File: src/rtl/csa_stream_accumulator_if.sv
// Operand-pair input stream and resolved-total output stream of the carry-save accumulator.
// The master side is the producer/consumer; the slave side is the accumulator.
interface csa_stream_accumulator_if #(
  parameter int OP_WIDTH  = 32,
  parameter int MAX_BEATS = 128,
  parameter int ACC_WIDTH = OP_WIDTH + $clog2(2 * MAX_BEATS),
  parameter int CNT_WIDTH = $clog2(MAX_BEATS + 1) + 1
);
  logic                 in_valid_i;
  logic                 in_ready_o;
  logic [OP_WIDTH-1:0]  in_op_a_i;
  logic [OP_WIDTH-1:0]  in_op_b_i;
  logic                 in_signed_i;
  logic                 in_last_i;
  logic                 out_valid_o;
  logic                 out_ready_i;
  logic [ACC_WIDTH-1:0] out_sum_o;
  logic [CNT_WIDTH-1:0] out_count_o;
  logic                 out_overflow_o;

  modport master (
    output in_valid_i, in_op_a_i, in_op_b_i, in_signed_i, in_last_i, out_ready_i,
    input  in_ready_o, out_valid_o, out_sum_o, out_count_o, out_overflow_o
  );

  modport slave (
    input  in_valid_i, in_op_a_i, in_op_b_i, in_signed_i, in_last_i, out_ready_i,
    output in_ready_o, out_valid_o, out_sum_o, out_count_o, out_overflow_o
  );
endinterface

File: src/rtl/csa_stream_accumulator.sv
// Streaming accumulator holding its running total in carry-save form; a chunked
// carry-propagate adder resolves the total over NUM_CHUNKS cycles after the last beat.
//
// state      | meaning
// -----------+-----------------------------------------------------------
// ST_ACC     | accepting beats, folding operand pairs into (sum, carry)
// ST_RESOLVE | propagating carries one CPA_CHUNK-bit slice per cycle
// ST_DONE    | result presented, waiting for the output handshake
module csa_stream_accumulator #(
  parameter int OP_WIDTH  = 32,
  parameter int MAX_BEATS = 128,
  parameter int ACC_WIDTH = OP_WIDTH + $clog2(2 * MAX_BEATS),
  parameter int CPA_CHUNK = 16
) (
  input logic clk_i,
  input logic rst_i,
  csa_stream_accumulator_if.slave bus
);
  localparam int NUM_CHUNKS = (ACC_WIDTH + CPA_CHUNK - 1) / CPA_CHUNK;
  localparam int CNT_WIDTH  = $clog2(MAX_BEATS + 1) + 1;
  localparam int IDX_WIDTH  = $clog2(NUM_CHUNKS + 1);
  localparam int LO_WIDTH   = $clog2(ACC_WIDTH + 1);
  localparam int EXT_WIDTH  = ACC_WIDTH - OP_WIDTH;

  typedef enum logic [1:0] {
    ST_ACC,
    ST_RESOLVE,
    ST_DONE
  } state_t;

  state_t state, state_next;

  logic [ACC_WIDTH-1:0] sum_vec, carry_vec, result;
  logic [CNT_WIDTH-1:0] count;
  logic                 overflow;
  logic                 signed_lat;
  logic [IDX_WIDTH-1:0] chunk_idx;
  logic [LO_WIDTH-1:0]  chunk_lo;
  logic                 cpa_carry;

  logic                 in_ready, out_valid;
  logic                 beat_fire, out_fire, last_chunk, beat_signed;
  logic [ACC_WIDTH-1:0] ext_a, ext_b, csa_t, csa_m, sum_next, carry_next;
  logic [CPA_CHUNK:0]   chunk_sum;

  // Two stacked 3:2 stages form the 4:2 compression; bits shifted past the top are dropped.
  always_comb begin
    beat_signed = (count == '0) ? bus.in_signed_i : signed_lat;
    ext_a       = {{EXT_WIDTH{beat_signed & bus.in_op_a_i[OP_WIDTH-1]}}, bus.in_op_a_i};
    ext_b       = {{EXT_WIDTH{beat_signed & bus.in_op_b_i[OP_WIDTH-1]}}, bus.in_op_b_i};
    csa_t       = sum_vec ^ carry_vec ^ ext_a;
    csa_m       = ((sum_vec & carry_vec) | (sum_vec & ext_a) | (carry_vec & ext_a)) << 1;
    sum_next    = csa_t ^ csa_m ^ ext_b;
    carry_next  = ((csa_t & csa_m) | (csa_t & ext_b) | (csa_m & ext_b)) << 1;
    chunk_sum   = {1'b0, sum_vec[CPA_CHUNK-1:0]} + {1'b0, carry_vec[CPA_CHUNK-1:0]}
                + {{CPA_CHUNK{1'b0}}, cpa_carry};
  end

  assign last_chunk = (chunk_idx == IDX_WIDTH'(NUM_CHUNKS - 1));
  assign beat_fire  = in_ready & bus.in_valid_i;
  assign out_fire   = out_valid & bus.out_ready_i;

  always_ff @(posedge clk_i) begin
    if (rst_i) state <= ST_ACC;
    else       state <= state_next;
  end

  always_comb begin
    state_next = state;
    in_ready   = 1'b0;
    out_valid  = 1'b0;
    case (state)
      ST_ACC: begin
        in_ready = 1'b1;
        if (bus.in_valid_i && bus.in_last_i) state_next = ST_RESOLVE;
      end
      ST_RESOLVE: begin
        if (last_chunk) state_next = ST_DONE;
      end
      ST_DONE: begin
        out_valid = 1'b1;
        if (bus.out_ready_i) state_next = ST_ACC;
      end
      default: state_next = ST_ACC;
    endcase
  end

  // During RESOLVE the (sum, carry) pair is shifted down so the low slice is always the next chunk.
  always_ff @(posedge clk_i) begin
    if (rst_i) begin
      sum_vec    <= '0;
      carry_vec  <= '0;
      result     <= '0;
      count      <= '0;
      overflow   <= 1'b0;
      signed_lat <= 1'b0;
      chunk_idx  <= '0;
      chunk_lo   <= '0;
      cpa_carry  <= 1'b0;
    end else begin
      case (state)
        ST_ACC: begin
          if (beat_fire) begin
            sum_vec   <= sum_next;
            carry_vec <= carry_next;
            if (count != '1) count <= count + 1'b1;
            if (count == CNT_WIDTH'(MAX_BEATS)) overflow <= 1'b1;
            if (count == '0) signed_lat <= bus.in_signed_i;
            if (bus.in_last_i) begin
              chunk_idx <= '0;
              chunk_lo  <= '0;
              cpa_carry <= 1'b0;
              result    <= '0;
            end
          end
        end
        ST_RESOLVE: begin
          sum_vec   <= sum_vec >> CPA_CHUNK;
          carry_vec <= carry_vec >> CPA_CHUNK;
          result    <= result | (ACC_WIDTH'(chunk_sum[CPA_CHUNK-1:0]) << chunk_lo);
          cpa_carry <= chunk_sum[CPA_CHUNK];
          chunk_idx <= chunk_idx + 1'b1;
          chunk_lo  <= chunk_lo + LO_WIDTH'(CPA_CHUNK);
        end
        ST_DONE: begin
          if (out_fire) begin
            sum_vec   <= '0;
            carry_vec <= '0;
            count     <= '0;
            overflow  <= 1'b0;
          end
        end
        default: ;
      endcase
    end
  end

  assign bus.in_ready_o     = in_ready;
  assign bus.out_valid_o    = out_valid;
  assign bus.out_sum_o      = result;
  assign bus.out_count_o    = count;
  assign bus.out_overflow_o = overflow;
endmodule

File: src/flat_wrapper.sv
// flat-port wrapper written by rule: the top's interface ports become plain ports
module csa_stream_accumulator_flat 
#(
  parameter int OP_WIDTH  = 32,
  parameter int MAX_BEATS = 128,
  parameter int ACC_WIDTH = OP_WIDTH + $clog2(2 * MAX_BEATS),
  parameter int CPA_CHUNK = 16
)
  (clk_i, rst_i, bus_in_valid_i, bus_in_op_a_i, bus_in_op_b_i, bus_in_signed_i, bus_in_last_i, bus_out_ready_i, bus_in_ready_o, bus_out_valid_o, bus_out_sum_o, bus_out_count_o, bus_out_overflow_o);
  csa_stream_accumulator_if #(.OP_WIDTH(OP_WIDTH), .MAX_BEATS(MAX_BEATS), .ACC_WIDTH(ACC_WIDTH)) bus_i ();
  input logic clk_i;
  input logic rst_i;
  input wire logic [$bits(bus_i.in_valid_i)-1:0] bus_in_valid_i;
  input wire logic [$bits(bus_i.in_op_a_i)-1:0] bus_in_op_a_i;
  input wire logic [$bits(bus_i.in_op_b_i)-1:0] bus_in_op_b_i;
  input wire logic [$bits(bus_i.in_signed_i)-1:0] bus_in_signed_i;
  input wire logic [$bits(bus_i.in_last_i)-1:0] bus_in_last_i;
  input wire logic [$bits(bus_i.out_ready_i)-1:0] bus_out_ready_i;
  output wire logic [$bits(bus_i.in_ready_o)-1:0] bus_in_ready_o;
  output wire logic [$bits(bus_i.out_valid_o)-1:0] bus_out_valid_o;
  output wire logic [$bits(bus_i.out_sum_o)-1:0] bus_out_sum_o;
  output wire logic [$bits(bus_i.out_count_o)-1:0] bus_out_count_o;
  output wire logic [$bits(bus_i.out_overflow_o)-1:0] bus_out_overflow_o;
  assign bus_i.in_valid_i = bus_in_valid_i;
  assign bus_i.in_op_a_i = bus_in_op_a_i;
  assign bus_i.in_op_b_i = bus_in_op_b_i;
  assign bus_i.in_signed_i = bus_in_signed_i;
  assign bus_i.in_last_i = bus_in_last_i;
  assign bus_i.out_ready_i = bus_out_ready_i;
  assign bus_in_ready_o = bus_i.in_ready_o;
  assign bus_out_valid_o = bus_i.out_valid_o;
  assign bus_out_sum_o = bus_i.out_sum_o;
  assign bus_out_count_o = bus_i.out_count_o;
  assign bus_out_overflow_o = bus_i.out_overflow_o;
  csa_stream_accumulator #(.OP_WIDTH(OP_WIDTH), .MAX_BEATS(MAX_BEATS), .ACC_WIDTH(ACC_WIDTH), .CPA_CHUNK(CPA_CHUNK)) u_core (.clk_i(clk_i), .rst_i(rst_i), .bus(bus_i));
endmodule
File: config.mk
export PLATFORM = sky130hd
export DESIGN_NAME = csa_stream_accumulator_flat
export DESIGN_NICKNAME = d
export VERILOG_FILES = /design/src/rtl/csa_stream_accumulator_if.sv /design/src/rtl/csa_stream_accumulator.sv /design/src/flat_wrapper.sv
export SDC_FILE = /design/constraint.sdc
export NUM_CORES = 1
export LEC_CHECK = 0
export CAP_MARGIN = 5
export CORE_MARGIN = 10
export CORE_UTILIZATION = 30
export CTS_BUF_LIST = sky130_fd_sc_hd__clkbuf_4 sky130_fd_sc_hd__clkbuf_8
export CTS_CLUSTER_SIZE = 40
export DETAILED_ROUTE_END_ITERATION = 7
export MAX_ROUTING_LAYER = met4
export PLACE_DENSITY_LB_ADDON = 0.2
export SLEW_MARGIN = 0
export SYNTH_ARGS = -nofsm -noshare
export SYNTH_HDL_FRONTEND = slang
export SYNTH_SLANG_ARGS = --single-unit
File: constraint.sdc
create_clock -name clk_i -period 2.6 [get_ports clk_i]
set_input_delay 0.26 -clock clk_i [delete_from_list [all_inputs] [get_ports clk_i]]
set_output_delay 0.26 -clock clk_i [all_outputs]
set_load 0.005 [all_outputs]
== Word-level counts from Yosys, hierarchy flattened ==
Index checks and enable logic that the tools add are counted.
W data, S select, Z words.

* Flip-flop bits (word level): 142
* Bits of input ports: 70
* Output and inout bits: 52
* Word-level logic and storage cells: 92

* Add/sub/neg operators: 5
* Eq/ne operators: 13
* Shifts and indexed selects: 1
* Mux-type cells: 32
* Bitwise gates (word level): 19
* Reductions and logical operators: 12

{| class="wikitable"
|+ Operators with widths
! cell !! count
|-
| $pmux W40 S3 || 2
|-
| $and A39 B39 Y39 || 6
|-
| $mux W40 || 5
|-
| $xor A40 B40 Y40 || 4
|-
| $or A39 B39 Y39 || 4
|-
| $pmux W40 S2 || 1
|-
| $or A40 B40 Y40 || 1
|-
| $shl A16 B6 Y40 || 1
|-
| $mux W9 || 3
|-
| $pmux W9 S2 || 1
|-
| $add A16 B16 Y17 || 1
|-
| $add A17 B1 Y17 || 1
|-
| $mux W6 || 2
|-
| $ne A2 B1 Y1 const B || 6
|-
| $pmux W6 S2 || 1
|-
| $mux W2 || 5
|-
| $add A9 B1 Y9 const B || 1
|-
| $eq A9 B8 Y1 const B || 1
|-
| $logic_not A9 Y1 || 1
|-
| $ne A9 B9 Y1 const B || 1
|-
| $reduce_and A3 Y1 || 3
|-
| $mux W1 || 8
|-
| $reduce_and A4 Y1 || 2
|-
| $add A6 B5 Y6 const B || 1
|-
| 13 further kinds || 20
|}

== Logic depth before layout (Yosys ltp) ==
Gate-level depths: netlist (run 1).

* Word-level depth: 11
* Gate-level depth with buffers: 12
* Gate-level depth less buffers: 12

== Worst setup path before layout (run 1) ==
No wires, ideal clock.

* Path kind: register to register
* From: register u_core.count[0], in the netlist u_core.bus.out_count_o[0]
* To: register u_core.sum_vec[38]
* Library setup time: 70 ps
* Data arrival time: 2,821 ps
* Data required time: 2,530 ps
* Path slack: -291 ps
* Cell stages (with the launch flop): 11
* Cell sequence: dfxtp_1 > inv_1 > ha_1 > or4b_4 > nor2_4 > nand2_1 > a21boi_2 > fa_1 > fa_1 > nand3b_1 > a21oi_1

* Longest elaborated chain between the ends: 10
* Elaborated cells on any way between the ends: 13

{| class="wikitable"
|+ RTL lines
! item !! RTL line !! RTL
|-
| start: declaration || csa_stream_accumulator.sv:34 || <nowiki>logic [CNT_WIDTH-1:0] count;</nowiki>
|-
| start signal: assignment || csa_stream_accumulator.sv:106 || <nowiki>if (count != '1) count <= count + 1'b1;</nowiki>
|-
| $logic_not A9 Y1 (*) || csa_stream_accumulator.sv:48 || <nowiki>beat_signed = (count == '0) ? bus.in_signed_i : signed_lat;</nowiki>
|-
| $mux W1 (*) || csa_stream_accumulator.sv:48 ||
|-
| $and A1 B1 Y1 || csa_stream_accumulator.sv:49 || <nowiki>ext_a = {{EXT_WIDTH{beat_signed & bus.in_op_a_i[OP_WIDTH-1]}}, bus.in_op_a_i};</nowiki>
|-
| $and A39 B39 Y39 || csa_stream_accumulator.sv:52 || <nowiki>csa_m = ((sum_vec & carry_vec) | (sum_vec & ext_a) | (carry_vec & ext_a)) << 1;</nowiki>
|-
| $or A39 B39 Y39 (2 in series) || csa_stream_accumulator.sv:52 ||
|-
| $xor A40 B40 Y40 || csa_stream_accumulator.sv:53 || <nowiki>sum_next = csa_t ^ csa_m ^ ext_b;</nowiki>
|-
| $xor A40 B40 Y40 (*) || csa_stream_accumulator.sv:53 ||
|-
| $mux W40 (*) || csa_stream_accumulator.sv:103 || <nowiki>if (beat_fire) begin</nowiki>
|-
| $pmux W40 S3 (*) || csa_stream_accumulator.sv:101 || <nowiki>case (state)</nowiki>
|-
| end signal: assignment || csa_stream_accumulator.sv:104 || <nowiki>sum_vec <= sum_next;</nowiki>
|-
| end signal: assignment || csa_stream_accumulator.sv:118 || <nowiki>sum_vec <= sum_vec >> CPA_CHUNK;</nowiki>
|-
| end: declaration || csa_stream_accumulator.sv:33 || <nowiki>logic [ACC_WIDTH-1:0] sum_vec, carry_vec, result;</nowiki>
|}

Every way passes the cells marked *; elsewhere a longest branch is shown, timed or not. The select of a mux whose other input is x is not followed.
A chain may end at the register's enable or synchronous reset.

== Final worst setup path (run 1) ==
Ends and elaborated chain as after synthesis.

==> results.tsv, run 1 <==
stage	metric	value	unit
status	run status	finished, violations left	
status	failing checks	setup timing	
floorplan	# IOs	122	
cts	Worst-Skew Late Latency	0.46	ns
logic_synthesis	post-synth net total	1030	
setup_path	worst path cell trace	inv_2, ha_4, or4b_4, nor2_4, nand2_2, a21boi_4, buf_12, fa_2, fa_2, nand3b_1, a21oi_1	
grt	GR Util met3	0.0333	
logic_synthesis	syn_area_per_cell	9.44	µm²
setup_path	Critical Path Start Type	flop	
setup_path	crit-path max FO	8	
cts	CTS tree	built	
grt	initial antenna violation count	0	
cts	CTS root buffer	clkbuf_8	
logic_synthesis	Synth Flop Type	dfxtp_1	
setup_path	slowest stage delay, CP	0.57	ns
cts	Clock H-tree levels	4	
detailed_routing	Final ANT Viol Nets	0	
detailed_routing	DRC	0	
finish	Net count, final	1157	
flow_run	Max Cap Violations	0	
cts	Max clock buf depth	2	
grt	vias in the first global route	6693	
logic_synthesis	Post-synth EDFFs	0	
logic_synthesis	fraction of registers with async set/reset	0	
power	Internal	4.34	mW
sta	final hold vios	0	
detailed_routing	drt via density	4.91	
power	Clock power frac	0.254	
power	Max VDD drop	0.281	mV
sta	Max Transition Viols Final	0	
setup_path	Critical path buffers and inverters	2	
sta	hold slack	0.318	ns
floorplan	Die ar.	34000	µm²
grt	GR Layer Usage met2	0.219	
detailed_routing	First DRT Iteration DRCs	393	
grt	first-pass GRT wire length	37800	µm
finish	Cell Count, Final, Fillers Out	1339	
setup_path	Required @ worst endpoint	2.98	ns
sta	Fin Clk Skew	0.0125	ns
grt	gr usage total	0.144	
logic_synthesis	area of the mapped netlist	8100	µm²
logic_synthesis	post-synthesis sequential area ratio	0.341	
detailed_routing	final WL	23600	µm
power	Leakage	3.94	nW
power	PD cells	656	nW/µm²
placement	gp weighted congestion	0.805	
sta	setup slack after layout	-0.187	ns
detailed_routing	via count	6575	
finish	filler instances	2687	
power	combinational share of power	0.360	
cts	Clock Pin Slew Worst Setup and Hold Paths	0.08	ns
power	Seq pwr share	0.387	
logic_synthesis	synthesized instance count	858	
finish	most common cell after layout, fill and taps aside	dfxtp_1	
logic_synthesis	Yosys reg bits	138	
worst_hold_path	min-delay worst type	in2reg	
placement	placed insts	1304	
finish	diode count	0	
sta	crit share post-route	1.07	
cts	total CTS buffers	17	
floorplan	std cell rows	60	
logic_synthesis	post-synth cell types	58	
setup_path	Crit Path Class	reg2reg	
sta	Setup-failing EPs final	9	
placement	dpl ws	-0.317	ns
placement	hpwl dp	17400	µm
detailed_routing	wire per inst	17.6	µm
sta	Worst Max-Slew Pin Slew	0.596	ns
detailed_routing	first drt pass iteration count	4	
setup_path	CP delay by family, top	adder cells	
floorplan	Die W	184	µm
sta	unrepaired setup endpoints after global routing	yes	
finish	most frequent cells in the layout	134 x dfxtp_1, 120 x clkdlybuf4s50_1, 104 x nor2_1	
grt	GRT met1 Usage	0.193	
sta	Max Fclk	359	MHz
finish	Final Util	0.389	
sta	Tmin final	2.79	ns
setup_path	Max stage delay cell, worst path	fa_2	
logic_synthesis	synth warn	0	
cts	CTS Hold Bufs	0	
grt	global route hottest layer	met2	
setup_path	Worst path most repeated cell	fa_2	
grt	GRT Residual Overflow	0	
power	Sw Pwr	2.48	mW
setup_path	crit path DAT	3.17	ns
power	sw frac	0.364	
setup_path	crit end category	flop	
floorplan	Initial Util	0.303	
placement	port buffer count	121	
floorplan	core region area	26700	µm²
finish	area delta synth->final	28.5	%
finish	layout cell share with drive strength beyond 1	0.116	
floorplan	die height	184	µm
cts	clock sinks	138	
grt	largest net degree at the start of global routing	90	
sta	Slew HR	0.599	
## Yosys cell counts (2+ instances only)
cell type,count,area share
nor3b_1,3,0.0028
a221o_1,2,0.0025
o31ai_1,2,0.0019
a211o_1,2,0.0022
a32oi_1,2,0.0022
a211oi_1,6,0.0056
a22oi_1,4,0.0037
inv_1,21,0.0097
nand4_1,5,0.0039
and3_1,3,0.0023
o21ai_0,15,0.0093
a32o_1,2,0.0025
nand3b_1,31,0.029
xnor2_1,12,0.013
o21a_1,3,0.0028
a21oi_1,74,0.046
o311ai_0,2,0.0022
nor3_1,52,0.032
dfxtp_1,138,0.34
clkbuf_1,44,0.020
buf_1,4,0.0019
nor4_1,4,0.0031
a21o_1,6,0.0056
a311oi_1,47,0.051
mux2i_1,2,0.0025
or3_1,3,0.0023
ha_1,23,0.036
fa_1,79,0.20
nand2b_1,3,0.0023
nand2_1,54,0.025
xor2_1,8,0.0087
nor2_1,104,0.048
nand3_1,4,0.0025
a22o_1,2,0.0022
nor2b_1,51,0.039
a31oi_1,5,0.0039
buf_2,12,0.0074
o21ai_1,4,0.0025
## area by class of cell
cell class              count  area (µm²)  share of cell area
clock buffers              17         234              0.0225
clock inverters            15         143              0.0137
inverters                  21        78.8             0.00758
multi-input cells         639        5130               0.493
flip-flops and latches    138        2770               0.266
well taps                 341         427              0.0410
repair buffers            168        1620               0.156
## registers in the layout, summed over array words and instances, names as in the netlist
signal,cells
u_core.bus.out_count_o,9
u_core.bus.out_overflow_o,1
u_core.bus.out_sum_o,40
u_core.carry_vec,40
u_core.chunk_idx,2
u_core.chunk_lo,2
u_core.cpa_carry,1
u_core.signed_lat,1
u_core.state,2
u_core.sum_vec,40
## worst reg2reg max path: stages (launching register included)
cell and delay (ns):
dfxtp_2 0.33, inv_2 0.06, ha_4 0.12, or4b_4 0.50, nor2_4 0.12, nand2_2 0.07, a21boi_4 0.16, buf_12 0.15
fa_2 0.45, fa_2 0.57, nand3b_1 0.07, a21oi_1 0.13
## power groups by stage
stage	clock network [mW]	registers, mW	logic (mW)
after floorplan	0	2.60	1.67
after global placement	0	2.68	2.38
after detailed placement	0	2.69	2.40
after CTS	1.79	2.64	2.45
after global routing	1.88	2.68	2.85
final	1.73	2.64	2.45
## path summary, 6_finish.rpt
| kind | cells past startpoint | start | endpoint | slack [ns] |
|---|---|---|---|---|
| worst max-delay path | 11 | u_core.bus.out_count_o[0]$_SDFFE_PP0P_ | u_core.sum_vec[38]$_SDFFE_PP0P_ | -0.19 |
| worst min-delay path | 3 | rst_i | u_core.bus.out_overflow_o$_SDFFE_PP0P_ | 0.32 |
| worst max register to register | 11 | u_core.bus.out_count_o[0]$_SDFFE_PP0P_ | u_core.sum_vec[38]$_SDFFE_PP0P_ | -0.19 |
| worst min register to register | 2 | u_core.bus.out_sum_o[31]$_SDFFE_PP0P_ | u_core.bus.out_sum_o[31]$_SDFFE_PP0P_ | 0.45 |
## metrics by stage
step	power [mW]	TNS, ns	instance area, µm²
floorplan	4.27	-1.90	8110
global placement	5.06	-2.82	9910
detailed placement	5.09	-3.59	9910
CTS	6.89	-0.904	10300
global route	7.41	-2.50	10400
finish	6.82	-1.27	10400
## repair_timing
action                                  CTS  global route
pin swaps                                16            12
endpoints found under the setup margin   15            19
gates resized for setup                   8            15
setup buffers                             2             3
## cell families after synthesis
kind of cell             after synthesis  share of synthesized area
AO/OA/AOI/OAI                        189                      0.160
adder cells (fa/ha/maj)              102                      0.231
flip-flops                           138                      0.341
buffers and inverters                 81                     0.0394
AND/OR/NAND/NOR                      323                      0.199
multiplexers                           4                    0.00556
XOR/XNOR                              21                     0.0236
## per-layer routing
layer  vias up  wire length (µm)
met5         -                 0
met4         0               159
met3        10              1100
met2       125             10900
met1      3177             11400
li1       3263                 -
(Power assumes the default switching activity.)
==> run 2: changes to the inputs <==
--- a/config.mk
+++ b/config.mk
@@ -5,6 +5,7 @@
 export SDC_FILE = /design/constraint.sdc
 export NUM_CORES = 1
 export LEC_CHECK = 0
+export ABC_AREA = 1
 export CAP_MARGIN = 5
 export CORE_MARGIN = 10
 export CORE_UTILIZATION = 30
==> run 2 against run 1 <==
The flow now finishes without violations. Worst setup slack gained 0.42 ns. Critical path depth rose by 2. Sequential cell count did not move. Die area decreased by 2.9%. Synthesized area down 3.3%. Sequential share of layout area grew 1.1 points. Via count about the same. Maximum frequency increased by 18%. Non-clock buffer count shrank 25. Cell count up 5.7%. Design area shrank 4.1%. Critical path type unchanged.
==> results.tsv, run 2 <==
stage	metric	value	unit
logic_synthesis	share of the synthesized area in the top cell type	0.353	
logic_synthesis	post-synth net total	1114	
logic_synthesis	post-synthesis sequential area ratio	0.353	
cts	CTS Hold Bufs	0	
detailed_routing	drt via density	4.64	
grt	GRT Residual Overflow	0	
detailed_routing	first drt pass iteration count	7	
finish	Final Instance Area	9980	µm²
power	sw frac	0.427	
detailed_routing	First DRT Iteration DRCs	451	
cts	Clock H-tree levels	4	
finish	area delta synth->final	27.4	%
cts	CTS root buffer	clkbuf_8	
grt	largest net degree at the start of global routing	85	
finish	Cell Count, Final, Fillers Out	1415	
logic_synthesis	syn_area_per_cell	8.32	µm²
status	run status	completed	
finish	layout cell share with drive strength beyond 1	0.0704	
flow_run	Max Cap Violations	0	
logic_synthesis	most frequent cell after synthesis	nand2_1	
setup_path	Critical Path Start Type	flop	
sta	Tmin final	2.36	ns
worst_hold_path	min-delay worst type	in2reg	
floorplan	core region area	25900	µm²
power	Tot Pwr	10.4	mW
detailed_routing	via count	6572	
detailed_routing	final WL	22300	µm
sta	unrepaired setup endpoints after global routing	yes	
floorplan	std cell rows	59	
placement	port buffer count	121	
logic_synthesis	post-synth cell types	39	
cts	Worst-Skew Late Latency	0.45	ns
finish	diode count	0	
cts	Clock Pin Slew Worst Setup and Hold Paths	0.09	ns
sta	Max Fclk	423	MHz
floorplan	Die ar.	33000	µm²
floorplan	Die W	182	µm
setup_path	Required @ worst endpoint	2.96	ns
power	PD cells	1040	nW/µm²
sta	hold slack	0.195	ns
cts	clock sinks	138	
setup_path	crit path DAT	2.73	ns
floorplan	Initial Util	0.302	
sta	Setup-failing EPs final	0	
finish	most common cell after layout, fill and taps aside	nand2_1	
finish	most frequent cells in the layout	278 x nand2_1, 138 x dfxtp_1, 120 x clkdlybuf4s50_1	
finish	Net count, final	1239	
setup_path	crit end category	flop	
power	Seq pwr share	0.308	
finish	Final Util	0.385	
power	Sw Pwr	4.42	mW
power	Leakage	3.87	nW
logic_synthesis	Synth Flop Type	dfxtp_1	
cts	Post-CTS Setup Inserts	0	
placement	gp weighted congestion	0.826	
floorplan	# IOs	122	
grt	vias in the first global route	6718	
cts	total CTS buffers	17	
sta	crit share post-route	0.909	
detailed_routing	wire per inst	15.8	µm
logic_synthesis	main area contributors after synthesis	dfxtp_1 35%, fa_1 20%, nand2_1 13%	
sta	Worst Max-Slew Pin Slew	0.953	ns
sta	Slew HR	0.365	
logic_synthesis	Commonest cells post-synth	278 x nand2_1, 138 x dfxtp_1, 95 x a21oi_1	
setup_path	crit-path max FO	7	
cts	CTS resizes	0	
power	Internal	5.94	mW
grt	initial antenna violation count	0	
cts	CTS tree	built	
power	combinational share of power	0.499	
setup_path	Crit Path Class	reg2reg	
detailed_routing	DRC	0	
placement	placed insts	1383	
logic_synthesis	synthesized instance count	942	
detailed_routing	Final ANT Viol Nets	0	
power	Max VDD drop	0.479	mV
sta	final hold vios	0	
logic_synthesis	area of the mapped netlist	7830	µm²
grt	gr usage total	0.142	
sta	Fin Clk Skew	0.0146	ns
logic_synthesis	Yosys reg bits	138	
power	Clock power frac	0.193	
placement	hpwl dp	17300	µm
placement	placed inst area	9520	µm²
logic_synthesis	Post-synth EDFFs	0	
logic_synthesis	fraction of registers with async set/reset	0	
logic_synthesis	post-synth top area cell	dfxtp_1	
sta	Max Transition Viols Final	0	
grt	first-pass GRT wire length	36900	µm
setup_path	flop-to-flop setup slack	0.24	ns
logic_synthesis	synth warn	0	
cts	Max clock buf depth	2	
floorplan	die height	182	µm
==> run 2: cell count changes in the layout (fill, tap and decap cells not counted), sizes merged, moves of 22 or more <==
cell,change
buf,-25
nor2b,-51
a21oi,+22
a311oi,-48
a31oi,+47
nand2,+225
inv,+59
nor2,-46
nor3,-49
nand3,+37
nand3b,-26
==> run 2: path summary, 6_finish.rpt <==
path | startpoint | to | cells past startpoint
worst min-delay path | rst_i | u_core.chunk_lo[4]$_SDFFE_PP0P_ | 4
worst max register to register | u_core.bus.out_count_o[1]$_SDFFE_PP0P_ | u_core.sum_vec[32]$_SDFFE_PP0P_ | 13
worst min register to register | u_core.bus.out_sum_o[13]$_SDFFE_PP0P_ | u_core.bus.out_sum_o[13]$_SDFFE_PP0P_ | 2
worst max-delay path | u_core.bus.out_count_o[1]$_SDFFE_PP0P_ | u_core.sum_vec[32]$_SDFFE_PP0P_ | 13
==> run 2: area by class of cell <==
cell class / instances / area [µm²]
clock buffer: 19 / 255
clock inverter: 13 / 194
fill: 2668 / 15900
inverter: 84 / 315
multi-input combinational: 683 / 4580
sequential: 138 / 2760
tap: 335 / 419
timing repair buffer: 143 / 1460
==> run 2: logic make-up after synthesis <==
family / synth area share
flip-flops: 0.353
XOR/XNOR: 0.00783
AND/OR/NAND/NOR: 0.205
adder cells (fa/ha/maj): 0.239
buffers and inverters: 0.0652
AO/OA/AOI/OAI: 0.131
==> run 2: critical path, stage by stage, from the launching register on <==
cell and delay [ns]:
dfxtp_1 0.32, inv_1 0.07, ha_1 0.14, nand2_1 0.08, nor2_4 0.12, nand2_1 0.08, nand2_1 0.06, nand3_1 0.09
inv_2 0.09, buf_12 0.12, fa_1 0.43, fa_1 0.51, nand2_1 0.05, a21oi_1 0.11
==> run 2: power groups by stage <==
stage               clock [mW]  combinational [mW]  sequential (mW)
global placement             0                5.19             3.24
finish                    2.00                5.17             3.19
CTS                       2.06                5.26             3.20
global route              2.17                5.98             3.29
detailed placement           0                5.23             3.25
floorplan                    0                3.60             3.10
==> run 2: routing by layer <==
layer / GRT usage / share of wire / vias to the layer above
met2: 0.205 / 0.44 / 181
met5: - / 0 / -
li1: - / - / 3307
met4: 0.0303 / 0.0091 / 0
met3: 0.0322 / 0.060 / 11
met1: 0.199 / 0.49 / 3073
==> run 2: metrics by stage <==
| stage | TNS (ns) | worst slack, ns |
|---|---|---|
| floorplan | 0 | 0.230 |
| global placement | 0 | 0.168 |
| detailed placement | 0 | 0.127 |
| CTS | 0 | 0.0906 |
| global route | -0.00790 | -0.00480 |
| finish | 0 | 0.237 |
